$ cat config.mk
export PLATFORM = sky130hd
export DESIGN_NAME = tx_mem_stream_reader
export DESIGN_NICKNAME = d
export VERILOG_FILES = /design/src/rtl/tx_mem_stream_reader.sv
export SDC_FILE = /design/constraint.sdc
export NUM_CORES = 1
export LEC_CHECK = 0
export ABC_CLOCK_PERIOD_IN_PS = 4600
export CAP_MARGIN = 0
export CORE_ASPECT_RATIO = 1.5
export CORE_UTILIZATION = 50
export DETAILED_ROUTE_END_ITERATION = 7
export HOLD_SLACK_MARGIN = 0.15
export PLACE_DENSITY = 0.89
export SLEW_MARGIN = 20
export SYNTH_ARGS = -nofsm -noshare
export SYNTH_HDL_FRONTEND = slang
export SYNTH_SLANG_ARGS = --single-unit
$ cat constraint.sdc
create_clock -name clk -period 4.6 [get_ports clk]
set_input_delay 0.69 -clock clk [delete_from_list [all_inputs] [get_ports clk]]
set_output_delay 0.69 -clock clk [all_outputs]
set_load 0.05 [all_outputs]
$ cat src/rtl/tx_mem_stream_reader.sv
// Streams a block of words out of the TX memory read port in address order,
// hiding the 1-cycle read latency behind a 2-entry output FIFO.
module tx_mem_stream_reader #(
  parameter int DATA_WIDTH = 32,
  parameter int ADDR_WIDTH = 4
) (
  input  logic                  clk,
  input  logic                  reset,
  input  logic                  start,
  input  logic [ADDR_WIDTH-1:0] start_addr,
  input  logic [ADDR_WIDTH:0]   word_count,
  input  logic                  abort,
  output logic [ADDR_WIDTH-1:0] mem_addr,
  output logic                  mem_wr,
  output logic                  mem_rd_en,
  input  logic [DATA_WIDTH-1:0] mem_rdata,
  output logic [DATA_WIDTH-1:0] m_data,
  output logic                  m_valid,
  input  logic                  m_ready,
  output logic                  busy,
  output logic                  done
);

  typedef enum logic [1:0] {IDLE, RUN, DRAIN, DONE} state_t;

  localparam logic [ADDR_WIDTH:0] LAST_WORD = 1;

  state_t                state, state_next;
  logic [ADDR_WIDTH-1:0] addr_q;
  logic [ADDR_WIDTH:0]   remaining;
  logic                  inflight;
  logic [DATA_WIDTH-1:0] fifo_mem [2];
  logic                  wr_ptr, rd_ptr;
  logic [1:0]            fifo_count;
  logic [1:0]            occupancy;

  logic accept_start, abort_hit, pop, push, issue;

  assign accept_start = start && !abort && (state == IDLE || state == DONE);
  assign abort_hit    = abort && (state != IDLE);
  assign pop          = (fifo_count != 2'd0) && m_ready;
  assign push         = inflight;
  // Words in the FIFO plus the one in flight must never exceed the FIFO depth.
  assign occupancy    = fifo_count + {1'b0, inflight};
  assign issue        = (state == RUN) && !abort && (remaining != '0) &&
                        ((occupancy < 2'd2) || (occupancy == 2'd2 && pop));

  // NOTE: sequential state uses non-blocking assignments so every register
  // samples the pre-edge values; blocking here would create ordering races.
  always_ff @(posedge clk) begin
    if (reset) state <= IDLE;
    else       state <= state_next;
  end

  // A zero-length block spends one cycle in DRAIN so done lands two cycles after start.
  always_comb begin
    state_next = state;
    case (state)
      IDLE:  if (accept_start) state_next = (word_count == '0) ? DRAIN : RUN;
      RUN:   if (issue && remaining == LAST_WORD) state_next = DRAIN;
      DRAIN: if (!inflight && (fifo_count == 2'd0 || (fifo_count == 2'd1 && pop)))
               state_next = DONE;
      DONE:  state_next = accept_start ? ((word_count == '0) ? DRAIN : RUN) : IDLE;
      default: state_next = IDLE;
    endcase
    if (abort_hit) state_next = IDLE;
  end

  always_ff @(posedge clk) begin
    if (reset) begin
      addr_q    <= '0;
      remaining <= '0;
      inflight  <= 1'b0;
    end else begin
      if (accept_start) begin
        addr_q    <= start_addr;
        remaining <= word_count;
      end else if (issue) begin
        addr_q    <= addr_q + 1'b1;
        remaining <= remaining - 1'b1;
      end
      inflight <= issue;
    end
  end

  // NOTE: the two FIFO entries are reset because the head is visible on
  // m_data and must read 0 out of reset; larger RAMs would not be reset.
  always_ff @(posedge clk) begin
    if (reset || abort_hit) begin
      for (int i = 0; i < 2; i++) fifo_mem[i] <= '0;
      wr_ptr     <= 1'b0;
      rd_ptr     <= 1'b0;
      fifo_count <= 2'd0;
    end else begin
      if (push) begin
        fifo_mem[wr_ptr] <= mem_rdata;
        wr_ptr           <= ~wr_ptr;
      end
      if (pop) rd_ptr <= ~rd_ptr;
      fifo_count <= fifo_count + {1'b0, push} - {1'b0, pop};
    end
  end

  always_comb begin
    mem_wr    = 1'b0;
    mem_rd_en = issue;
    mem_addr  = addr_q;
    m_valid   = (fifo_count != 2'd0);
    m_data    = fifo_mem[rd_ptr];
    busy      = (state == RUN) || (state == DRAIN);
    done      = (state == DONE);
  end

endmodule

* After elaboration in Yosys (flattened, before gate mapping)
Memory sizes are Yosys's and may differ from the RTL's. A register that Yosys moved wholly into a read port is not among the register bits.
Cells that the tools add are included.
** Storage, ports and cells
- Register bits :: 16
- Bits in latches :: 0
- RAM bits :: 64
- Memory bits (read-only) :: 0
- Bits of input ports :: 46
- Output and inout bits :: 41
- Word-level logic and storage cells :: 72
- Memories kept :: 1
** Memories
- fifo_mem :: depth 2, bits a word 32, rd ports 1, clocked after memory_dff 1, write ports 2, line 32 : logic [DATA_WIDTH-1:0] fifo_mem [2];
** Operators by class
- Add/sub/neg operators :: 4
- Multipliers :: 0
- Divide/modulo/power cells :: 0
- Order comparisons :: 1
- Equality and inequality tests :: 9
- Shift operators :: 0
- Mux-type cells :: 20
- Bitwise gates (word level) :: 2
- Reductions and logical operators :: 28
** Operator list (number)
- 32-bit 2-to-1 mux :: 1
- 32-bit OR reduction :: 1
- 1-bit logical AND :: 11
- 2-bit 2-to-1 mux :: 5
- 5-bit 2-to-1 mux :: 2
- 1-bit 2-to-1 mux :: 9
- 4-bit 2-to-1 mux :: 2
- 2-bit case mux with 4 select lines :: 1
- 2-bit equality test (second input constant) :: 3
- 2-bit nonzero test :: 3
- 5-bit by 1-bit equality test with 1-bit output (second input constant) :: 1
- 5-bit logical NOT :: 1
- 1-bit logical OR :: 5
- 5-bit nonzero test :: 1
- 5-bit by 1-bit subtractor with 5-bit output (second input constant) :: 1
- 4-bit by 1-bit adder with 4-bit output (second input constant) :: 1
- 2-bit by 1-bit equality test with 1-bit output (second input constant) :: 2
- 2-bit logical NOT :: 2
- 2-bit inequality test (second input constant) :: 2
- 3-bit AND reduction :: 1
- 2-bit by 1-bit adder with 2-bit output :: 1
- 1-bit logical NOT :: 2
- 2-bit less-than comparator (second input constant) :: 1
- 2-bit by 1-bit inequality test with 1-bit output (second input constant) :: 1
- 3 further kinds :: 4

* Longest topological paths before layout
Gate-level depths: netlist (run 1).
- Word-level depth :: 8
- Mapped depth :: 8
- Depth with buffers taken out :: 7

* Worst setup path before layout (run 1)
No wires, ideal clock.
- Path kind :: input-to-reg
- Start :: input reset
- End :: memory fifo_mem[0][0] (enable)
- Setup time :: 0.389 ns
- Data arrival time :: 1.881 ns
- Setup slack :: 2.329 ns
- Stages :: 3
- Path buffers :: 1
- Path through :: buf_1 -> a21oi_1 -> nand2_1
** RTL lines
- from (decl) :: line 8 : input logic reset,
- to (decl) :: line 32

* Worst setup path in the final report (run 1)
- Start :: input m_ready
- End :: output mem_rd_en
** On the way
- Cells in the longest elaborated chain, start to end :: 4
** Ends and longest elaborated chain
- from (decl) :: line 19 : input logic m_ready,
- 1-bit logical AND :: line 41 : assign pop = (fifo_count != 2'd0) && m_ready;
- 1-bit logical AND :: line 46 : ((occupancy < 2'd2) || (occupancy == 2'd2 && pop));
- 1-bit logical OR :: line 46
- 1-bit logical AND :: line 45 : assign issue = (state == RUN) && !abort && (remaining != '0) &&
- to (decl) :: line 15 : output logic mem_rd_en,
No other way between the ends.

==> run summary, run 1 <==
Type of origin of the critical path = primary input
Syn-to-layout area delta = 28.31%
Status = finished clean
Setup slack, reg-to-reg = 2.25 ns
Synth Net Count = 353
Worst EP arrival = 2.76 ns
Filler-free cell count of the finished design = 485
Worst-skew pair later-pin latency = 0.34 ns
Top cells by count, synth = 65 x and2_1, 64 x edfxtp_1, 32 x mux2_2
EDFF count, synth = 64
Max-cap violation count = 0
Top cells by area, synth = edfxtp_1 50%, and2_1 11%, mux2_2 9.3%
Initial core utilization = 52.36%
Overall global routing resource usage = 19.74%
Final RePlAce weighted congestion = 0.8188
Placement Rows = 38
FF-to-FF End = fifo_mem[0][19]
Reg-to-reg startpoint = state[0]
Synth async-reset ratio = 0%
Count leader, synth = and2_1
Drt pass-1 iters = 4
Remaining Overflow, GRT = 0
Crit. Startpoint = m_ready
Post-Syn Instances = 297
Iteration-0 DRC Markers = 145
CTS buffer count = 9
WL/cell = 15.46 um
Via-to-Cell Ratio = 5.208
Num ports = 87
Routed Antenna Nets = 0
Final setup violation count = 0
Main flop type after synthesis = edfxtp_1
DRC viols = 0
Final min period = 3.453 ns
Global-route wire length before repair = 11.66 mm
Mapped cell area = 3859 um2
Die height = 109.6 um
Final Cycle Share = 75.06%
Slew @ Worst Pin = 1.094 ns
Root buf cell = clkbuf_8
Vias in the first global route = 2576
Share of the synthesized area in the top cell type = 49.81%
Rel. slew slack = 26.98%
Worst slack, placed = 1.149 ns
Fin Clk Skew = 0.005181 ns
Final TNS setup = 0 ns
Largest net degree at the start of global routing = 33
Core ar. = 7370 um2
Worst VDD drop = 0.3608 mV
WP data required = 3.91 ns
Power Dens Cells = 498.7 nW/um2
CTS Hold Bufs = 0
TritonCTS clock tree = done
Multi-input gate area = 1514 um2
HP Class = flop to flop
Leak pwr = 1.869 nW
Netlist cell types = 42
Cells after DPL = 470
# fillers = 542
Yosys reg bits = 81
Synth area leader = edfxtp_1
H-tree depth = 3
Crit-path max FO = 10
Clock Path Buffers = 2
Post-CTS setup-driven buffer insertion count = 0
RSZ-0062 raised after global routing = false
Die X = 73.73 um
Fraction of layout cells with a size suffix above 1 = 16.62%
Vias = 2526
Clk slew on worst S/H paths = 0.07 ns
Sequential-to-total area share from yosys stat = 58.63%
Fmax = 289.6 MHz
Setup WS post-layout = 1.147 ns
DP HPWL = 5.241 mm
Crit end category = output pin
Nets = 437
PortBufs = 85
Final Hold Viols = 0
Reg area = 2262 um2
Fin. max-slew vios = 0
CTS resizes = 0
Final wirelength = 7.497 mm
Yosys warnings = 0
Setup CP Type = primary input to output pin
CTS sink count = 81
Synth Area per Inst = 12.99 um2
Initial antenna violation count = 0
Antenna diodes = 0
Die ar. = 8080 um2
Worst Setup EP = mem_rd_en
R2r worst-path depth = 6
==> logic make-up (layout without fill, tap and decap cells) <==
group           Yosys count  in the layout  synth area share [%]
simple gates            119            119                 19.07
flops                    81             81                 58.63
mux                      32             32                 9.339
compound gates           24             24                 5.545
buf+inv                  22            110                 2.270
fa+ha+maj                10             10                 3.243
xor+xnor                  8              8                 1.816
other cells               1              1               0.09718
==> power by group <==
part	switching, mW	internal (mW)	total, mW
logic	0.655	0.389	1.04
registers	0.0564	0.954	1.01
clock network	0.231	0.184	0.414
total	0.943	1.53	2.47
==> sequential cells by signal, summed over array words and instances (netlist names), named ones only <==
name,flops
fifo_mem,64
remaining,5
mem_addr,4
fifo_count,2
state,2
inflight,1
rd_ptr,1
wr_ptr,1
==> area by class of cell <==
| type | count | share of cell area, % |
|---|---|---|
| sequential | 81 | 45.69 |
| multi-input combinational | 194 | 30.58 |
| inverter | 7 | 0.5307 |
| timing repair buffer | 88 | 17.64 |
| clock inverter | 6 | 0.5307 |
| clock buffer | 9 | 2.502 |
| tap | 100 | 2.527 |
==> worst max-delay path, cell delays in order <==
cell and delay, ns:
clkdlybuf4s50_1 0.49, nand2b_1 0.08, a221o_4 0.47, nor2_8 0.20
clkdlybuf4s50_1 0.83
==> through the flow <==
| step | util [%] | hold WS, ns | instance area, um2 | power (mW) |
|---|---|---|---|---|
| 2_1_floorplan | - | 0.4578 | 3859 | 1.752 |
| 3_3_place_gp | 65.14 | 0.4665 | 4801 | 2.045 |
| 3_5_place_dp | 65.14 | 0.4832 | 4801 | 2.075 |
| 4_1_cts | 67.18 | 0.4935 | 4951 | 2.492 |
| 5_1_grt | 67.18 | 0.5234 | 4951 | 2.585 |
| 6_report | 67.18 | 0.4917 | 4951 | 2.469 |
==> layout by cell type, fill, tap and decap left out, drive strengths merged, types with 2 or more instances in the layout <==
master | netlist | layout
clkdlybuf4s50 | 0 | 85
and2 | 65 | 65
edfxtp | 64 | 64
mux2 | 32 | 32
nor2 | 20 | 20
dfxtp | 17 | 17
ha | 10 | 10
clkbuf | 9 | 9
nand2 | 8 | 8
inv | 7 | 7
xnor2 | 7 | 7
a211oi | 7 | 7
nor3 | 7 | 7
clkinv | 0 | 5
a21oi | 4 | 4
nand2b | 4 | 4
nor3b | 4 | 4
buf | 6 | 3
o21ai | 3 | 3
nor2b | 2 | 2
a21o | 2 | 2
nand3b | 2 | 2
and4 | 2 | 2
nor4 | 2 | 2
==> per-layer routing <==
layer	wire length (um)	up-vias	global-route usage, %
met2	4029	90	36.37
met3	442	14	6.141
met5	0	-	0
li1	-	1212	-
met1	2882	1210	19.90
met4	143	0	8.791
==> worst min-delay path by stage <==
stage	from	endpoint	slack [ns]	cells after the start
after floorplan	wr_ptr	wr_ptr	0.46	2
after global placement	wr_ptr	wr_ptr	0.47	2
after detailed placement	wr_ptr	wr_ptr	0.48	2
after CTS	wr_ptr	wr_ptr	0.49	2
after global routing	wr_ptr	wr_ptr	0.52	2
final	wr_ptr	wr_ptr	0.49	2
(Power assumes the default switching activity.)
==> run 2: changes to the inputs <==
--- a/config.mk
+++ b/config.mk
@@ -5,7 +5,7 @@
 export SDC_FILE = /design/constraint.sdc
 export NUM_CORES = 1
 export LEC_CHECK = 0
-export ABC_CLOCK_PERIOD_IN_PS = 4600
+export ABC_CLOCK_PERIOD_IN_PS = 3400
 export CAP_MARGIN = 0
 export CORE_ASPECT_RATIO = 1.5
 export CORE_UTILIZATION = 50
==> constraint.sdc (replaced) <==
create_clock -name clk -period 3.4 [get_ports clk]
set_input_delay 0.51 -clock clk [delete_from_list [all_inputs] [get_ports clk]]
set_output_delay 0.51 -clock clk [all_outputs]
set_load 0.05 [all_outputs]
==> run 2 against run 1 <==
Against the previous run: utilization grew 1.4 points; die area is the same; register-to-register slack lost 0.84 ns; non-clock buffer count grew 4; sequential power grew 36%; hold slack gained 0.0075 ns; clock power grew 88%; first-iteration DRC count grew 2.1%; largest cell class unchanged; combinational power grew 37%; wire length grew 2.5%.
==> run summary, run 2 (synthesis gave the netlist of run 1 again) <==
Worst EP arrival = 2.16 ns
Final setup violation count = 0
Fin Clk Skew = 0.008904 ns
Most common cell after layout, fill and taps aside = clkdlybuf4s50_1
FF-to-FF End = remaining[2]
Drt pass-1 iters = 4
Switch Pwr = 1.325 mW
Via-to-Cell Ratio = 5.161
Worst hold slack = 0.4992 ns
Delay-heaviest family, CP = buffers and inverters
Status = finished clean
Pint = 2.240 mW
Nets = 441
DRC viols = 0
CTS Hold Bufs = 0
Crit end category = output pin
CTS resizes = 0
WP data required = 2.89 ns
CTS sink count = 81
Die height = 109.6 um
Final TNS setup = 0 ns
Iteration-0 DRC Markers = 148
Gate power share = 39.8%
Final Hold Viols = 0
CTS buffer count = 9
Global-route wire length before repair = 11.81 mm
Final Cycle Share = 78.45%
Final wirelength = 7.683 mm
Crit path max-delay cell type = clkdlybuf4s50_1
Clock Path Buffers = 2
Worst Setup EP = m_data[0]
H-tree depth = 3
Root buf cell = clkbuf_8
Fin. max-slew vios = 0
Type of origin of the critical path = flop
Max reg flops = 64
Antenna diodes = 0
Slew @ Worst Pin = 0.5614 ns
Clock group share of total power = 21.8%
Filler-free cell count of the finished design = 490
Worst slack, placed = 0.8848 ns
Uppermost layer routed = met4
Num ports = 87
Die ar. = 8080 um2
Setup slack, reg-to-reg = 1.41 ns
Sw Share = 37.16%
Fraction of layout cells with a size suffix above 1 = 19.23%
Critical Path Stages = 3
Die X = 73.73 um
WP buf/inv = 2
Core ar. = 7370 um2
WL met2 = 4.119 mm
Sequential share of power = 38.4%
Post-route cell area = 5055 um2
Critical Path, Cell by Cell = buf_4 > mux2_2 > clkdlybuf4s50_1
Max-cap violation count = 0
WL met3 = 423 um
Placement Rows = 38
Crit-path max FO = 32
Post-CTS setup-driven buffer insertion count = 0
Remaining Overflow, GRT = 0
Fmax = 374.9 MHz
Power Dens Cells = 705.1 nW/um2
Cells after DPL = 474
Hold Crit Depth = 2
Most frequent cells in the layout = 84 x clkdlybuf4s50_1, 65 x and2_1, 64 x edfxtp_1, 32 x mux2_2
Vias = 2529
Core Util, Final = 68.59%
Leak pwr = 1.928 nW
Largest net degree at the start of global routing = 33
Top reg by flops = fifo_mem
Syn-to-layout area delta = 31.00%
RSZ-0062 raised after global routing = false
Routed Antenna Nets = 0
Final min period = 2.667 ns
Worst VDD drop = 0.4696 mV
Initial core utilization = 52.36%
Worst-skew pair later-pin latency = 0.35 ns
TritonCTS clock tree = done
HP Class = flop to flop
Peak per-stage delay on the critical path = 0.72 ns
DP HPWL = 5.283 mm
Setup WS post-layout = 0.7328 ns
Setup CP Type = flop to output pin
Reg-to-reg startpoint = inflight
Wl on met1 = 2.968 mm
WL/cell = 15.68 um
Vias in the first global route = 2585
Overall global routing resource usage = 20.18%
Final RePlAce weighted congestion = 0.8037
Rel. slew slack = 62.41%
DP Area = 4828 um2
Initial antenna violation count = 0
Clk slew on worst S/H paths = 0.09 ns
PortBufs = 85
R2r worst-path depth = 6
Total Power = 3.564 mW
==> run 2: cell count changes in the layout (fill, tap and decap cells not counted), sizes merged <==
cell / change
clkdlybuf4s50: -1
bufinv: +2
clkinv: -2
buf: +5
inv: +1
==> run 2: how the worst min path moves through the flow <==
stage / startpoint / to / slack, ns
3_5_place_dp: wr_ptr / wr_ptr / 0.49
2_1_floorplan: wr_ptr / wr_ptr / 0.46
6_report: wr_ptr / wr_ptr / 0.50
5_1_grt: wr_ptr / wr_ptr / 0.55
3_3_place_gp: wr_ptr / wr_ptr / 0.47
4_1_cts: wr_ptr / wr_ptr / 0.51
==> run 2: power by group through the flow <==
stage | sequential, mW | clock [mW] | combinational [mW]
final | 1.37 | 0.777 | 1.42
after detailed placement | 1.39 | 0 | 1.42
after CTS | 1.37 | 0.790 | 1.43
after global routing | 1.39 | 0.826 | 1.51
after global placement | 1.37 | 0 | 1.40
after floorplan | 1.41 | 0 | 0.962
==> run 2: worst min-delay path: cells and delay by family, from the launching register on <==
kind / cells / cell delay [ns]
flip-flops: 1 / 0.33
AO/OA/AOI/OAI: 1 / 0.06
AND/OR/NAND/NOR: 1 / 0.07
==> run 2: per-layer routing <==
metal  vias to the layer above  GRT usage [%]
li1                       1222              -
met5                         -              0
met2                        79          36.50
met4                         0          9.890
met1                      1215          20.86
met3                        13          5.866
==> run 2: final cells by class <==
cell class              instances  area (um2)
clock buffers                   9       123.9
clock inverters                 7       102.6
fillers                       533        2315
inverters                       7       26.28
multi-input cells             194        1514
flip-flops and latches         81        2262
well taps                     100       125.1
repair buffers                 92       900.9
==> run 3: changes to the inputs <==
--- a/config.mk
+++ b/config.mk
@@ -5,7 +5,7 @@
 export SDC_FILE = /design/constraint.sdc
 export NUM_CORES = 1
 export LEC_CHECK = 0
-export ABC_CLOCK_PERIOD_IN_PS = 3400
+export ABC_CLOCK_PERIOD_IN_PS = 2800
 export CAP_MARGIN = 0
 export CORE_ASPECT_RATIO = 1.5
 export CORE_UTILIZATION = 50
==> constraint.sdc (replaced) <==
create_clock -name clk -period 2.8 [get_ports clk]
set_input_delay 0.42 -clock clk [delete_from_list [all_inputs] [get_ports clk]]
set_output_delay 0.42 -clock clk [all_outputs]
set_load 0.05 [all_outputs]
==> run 3 against run 2 <==
Against the previous run: die area did not move; critical path depth up 2; clock power fell by 7.6%; wire length increased by 2.7%; combinational power up 46%; global-route usage grew 0.86 points; utilization up 3.6 points; via count grew 0.40%; hold slack worse by 0.0078 ns; cell count unchanged; sequential share of layout area decreased by 2.3 points; first-iteration DRC count rose by 4.7%; largest power group unchanged.
==> run summary, run 3 (synthesis gave the netlist of run 1 again) <==
Final min period = 2.446 ns
DRC viols = 0
Global-route wire length before repair = 12.50 mm
Max reg flops = 64
Most common cell after layout, fill and taps aside = and2_1
Type of origin of the critical path = flop
Crit path max-delay cell type = a221o_4
Uppermost layer routed = met4
CTS Hold Bufs = 0
Routed Antenna Nets = 0
Status = finished clean
Antenna diodes = 0
CTS buffer count = 9
Vias in the first global route = 2660
Num ports = 87
CTS sink count = 81
Largest net degree at the start of global routing = 33
Total Power = 4.458 mW
Worst slack, placed = 0.5078 ns
Most frequent cells in the layout = 65 x and2_1, 64 x edfxtp_1, 52 x clkdlybuf4s50_1, 33 x buf_12, 32 x mux2_2
Power Dens Cells = 837.6 nW/um2
Root buf cell = clkbuf_8
Final RePlAce weighted congestion = 0.7965
Setup WS post-layout = 0.3538 ns
Initial antenna violation count = 0
Core ar. = 7370 um2
WL met3 = 390 um
HP Class = flop to flop
Die X = 73.73 um
Crit-path max FO = 10
Nets = 441
PortBufs = 85
Top reg by flops = fifo_mem
Wl on met1 = 2.930 mm
RSZ-0062 raised after global routing = false
Rel. slew slack = 63.91%
Worst EP arrival = 2.03 ns
TritonCTS clock tree = done
WP data required = 2.38 ns
Fmax = 408.8 MHz
Iteration-0 DRC Markers = 155
Final setup violation count = 0
Setup CP Type = flop to output pin
Fin Clk Skew = 0.004933 ns
Crit end category = output pin
CTS resizes = 0
Slew @ Worst Pin = 0.5413 ns
Clock Path Buffers = 2
Die height = 109.6 um
Die ar. = 8080 um2
Fraction of layout cells with a size suffix above 1 = 26.15%
Initial core utilization = 52.36%
Worst VDD drop = 0.6208 mV
Final Hold Viols = 0
WL/cell = 16.11 um
Peak per-stage delay on the critical path = 0.47 ns
Vias = 2539
Drt pass-1 iters = 4
Post-CTS setup-driven buffer insertion count = 0
# fillers = 467
Placement Rows = 38
Final wirelength = 7.894 mm
Leak pwr = 2.068 nW
Critical Path, Cell by Cell = ha_1 > nand2b_1 > a221o_4 > nor2_8 > buf_12
Final TNS setup = 0 ns
Fin. max-slew vios = 0
Syn-to-layout area delta = 37.94%
DP HPWL = 5.658 mm
Via-to-Cell Ratio = 5.182
Max-cap violation count = 0
WL met2 = 4.451 mm
Clk slew on worst S/H paths = 0.07 ns
H-tree depth = 3
Overall global routing resource usage = 21.05%
Worst-skew pair later-pin latency = 0.34 ns
Remaining Overflow, GRT = 0
Final Cycle Share = 87.36%
run 3: stage by stage:
| stage | utilization (%) | cells | hold WS [ns] | cell area, um2 |
|---|---|---|---|---|
| after floorplan | - | 297 | 0.4578 | 3859 |
| after global placement | 70.03 | 474 | 0.4662 | 5161 |
| after detailed placement | 70.03 | 474 | 0.4809 | 5161 |
| after CTS | 72.22 | 490 | 0.4908 | 5323 |
| after global routing | 72.22 | 490 | 0.5166 | 5323 |
| final | 72.22 | 490 | 0.4914 | 5323 |
run 3: cell type report:
| cell class | instances | area (um2) | share of cell area (%) |
|---|---|---|---|
| inverter | 7 | 26.28 | 0.4937 |
| timing repair buffer | 92 | 1234 | 23.18 |
| sequential | 81 | 2262 | 42.50 |
| clock buffer | 15 | 156.4 | 2.938 |
| multi-input combinational | 194 | 1514 | 28.44 |
| clock inverter | 1 | 5.005 | 0.09403 |
| tap | 100 | 125.1 | 2.351 |
run 3: routing by layer:
layer / track usage, % / up-vias
li1: - / 1218
met1: 21.07 / 1233
met2: 40.63 / 80
met3: 5.133 / 8
met4: 7.967 / 0
met5: 0 / -
run 3: power by group:
| part | switching [mW] | internal, mW | total [mW] |
|---|---|---|---|
| registers | 0.0993 | 1.57 | 1.67 |
| logic | 1.16 | 0.916 | 2.07 |
| clock network | 0.371 | 0.347 | 0.718 |
| total | 1.63 | 2.83 | 4.46 |
run 3: path summary, 6_finish.rpt:
path                                from         to  slack [ns]  depth (start not counted)
worst min-delay path              wr_ptr     wr_ptr        0.49                          2
worst min register to register    wr_ptr     wr_ptr        0.49                          2
worst max-delay path            inflight  mem_rd_en        0.35                          5
worst max register to register  inflight   state[0]        0.81                          6
run 3: worst max-delay path: cells and delay by family, from the launching register on:
family	cells	cell delay [ns]
AO/OA/AOI/OAI	1	0.47
adder cells (fa/ha/maj)	1	0.32
buffers and inverters	1	0.16
flip-flops	1	0.34
AND/OR/NAND/NOR	2	0.39
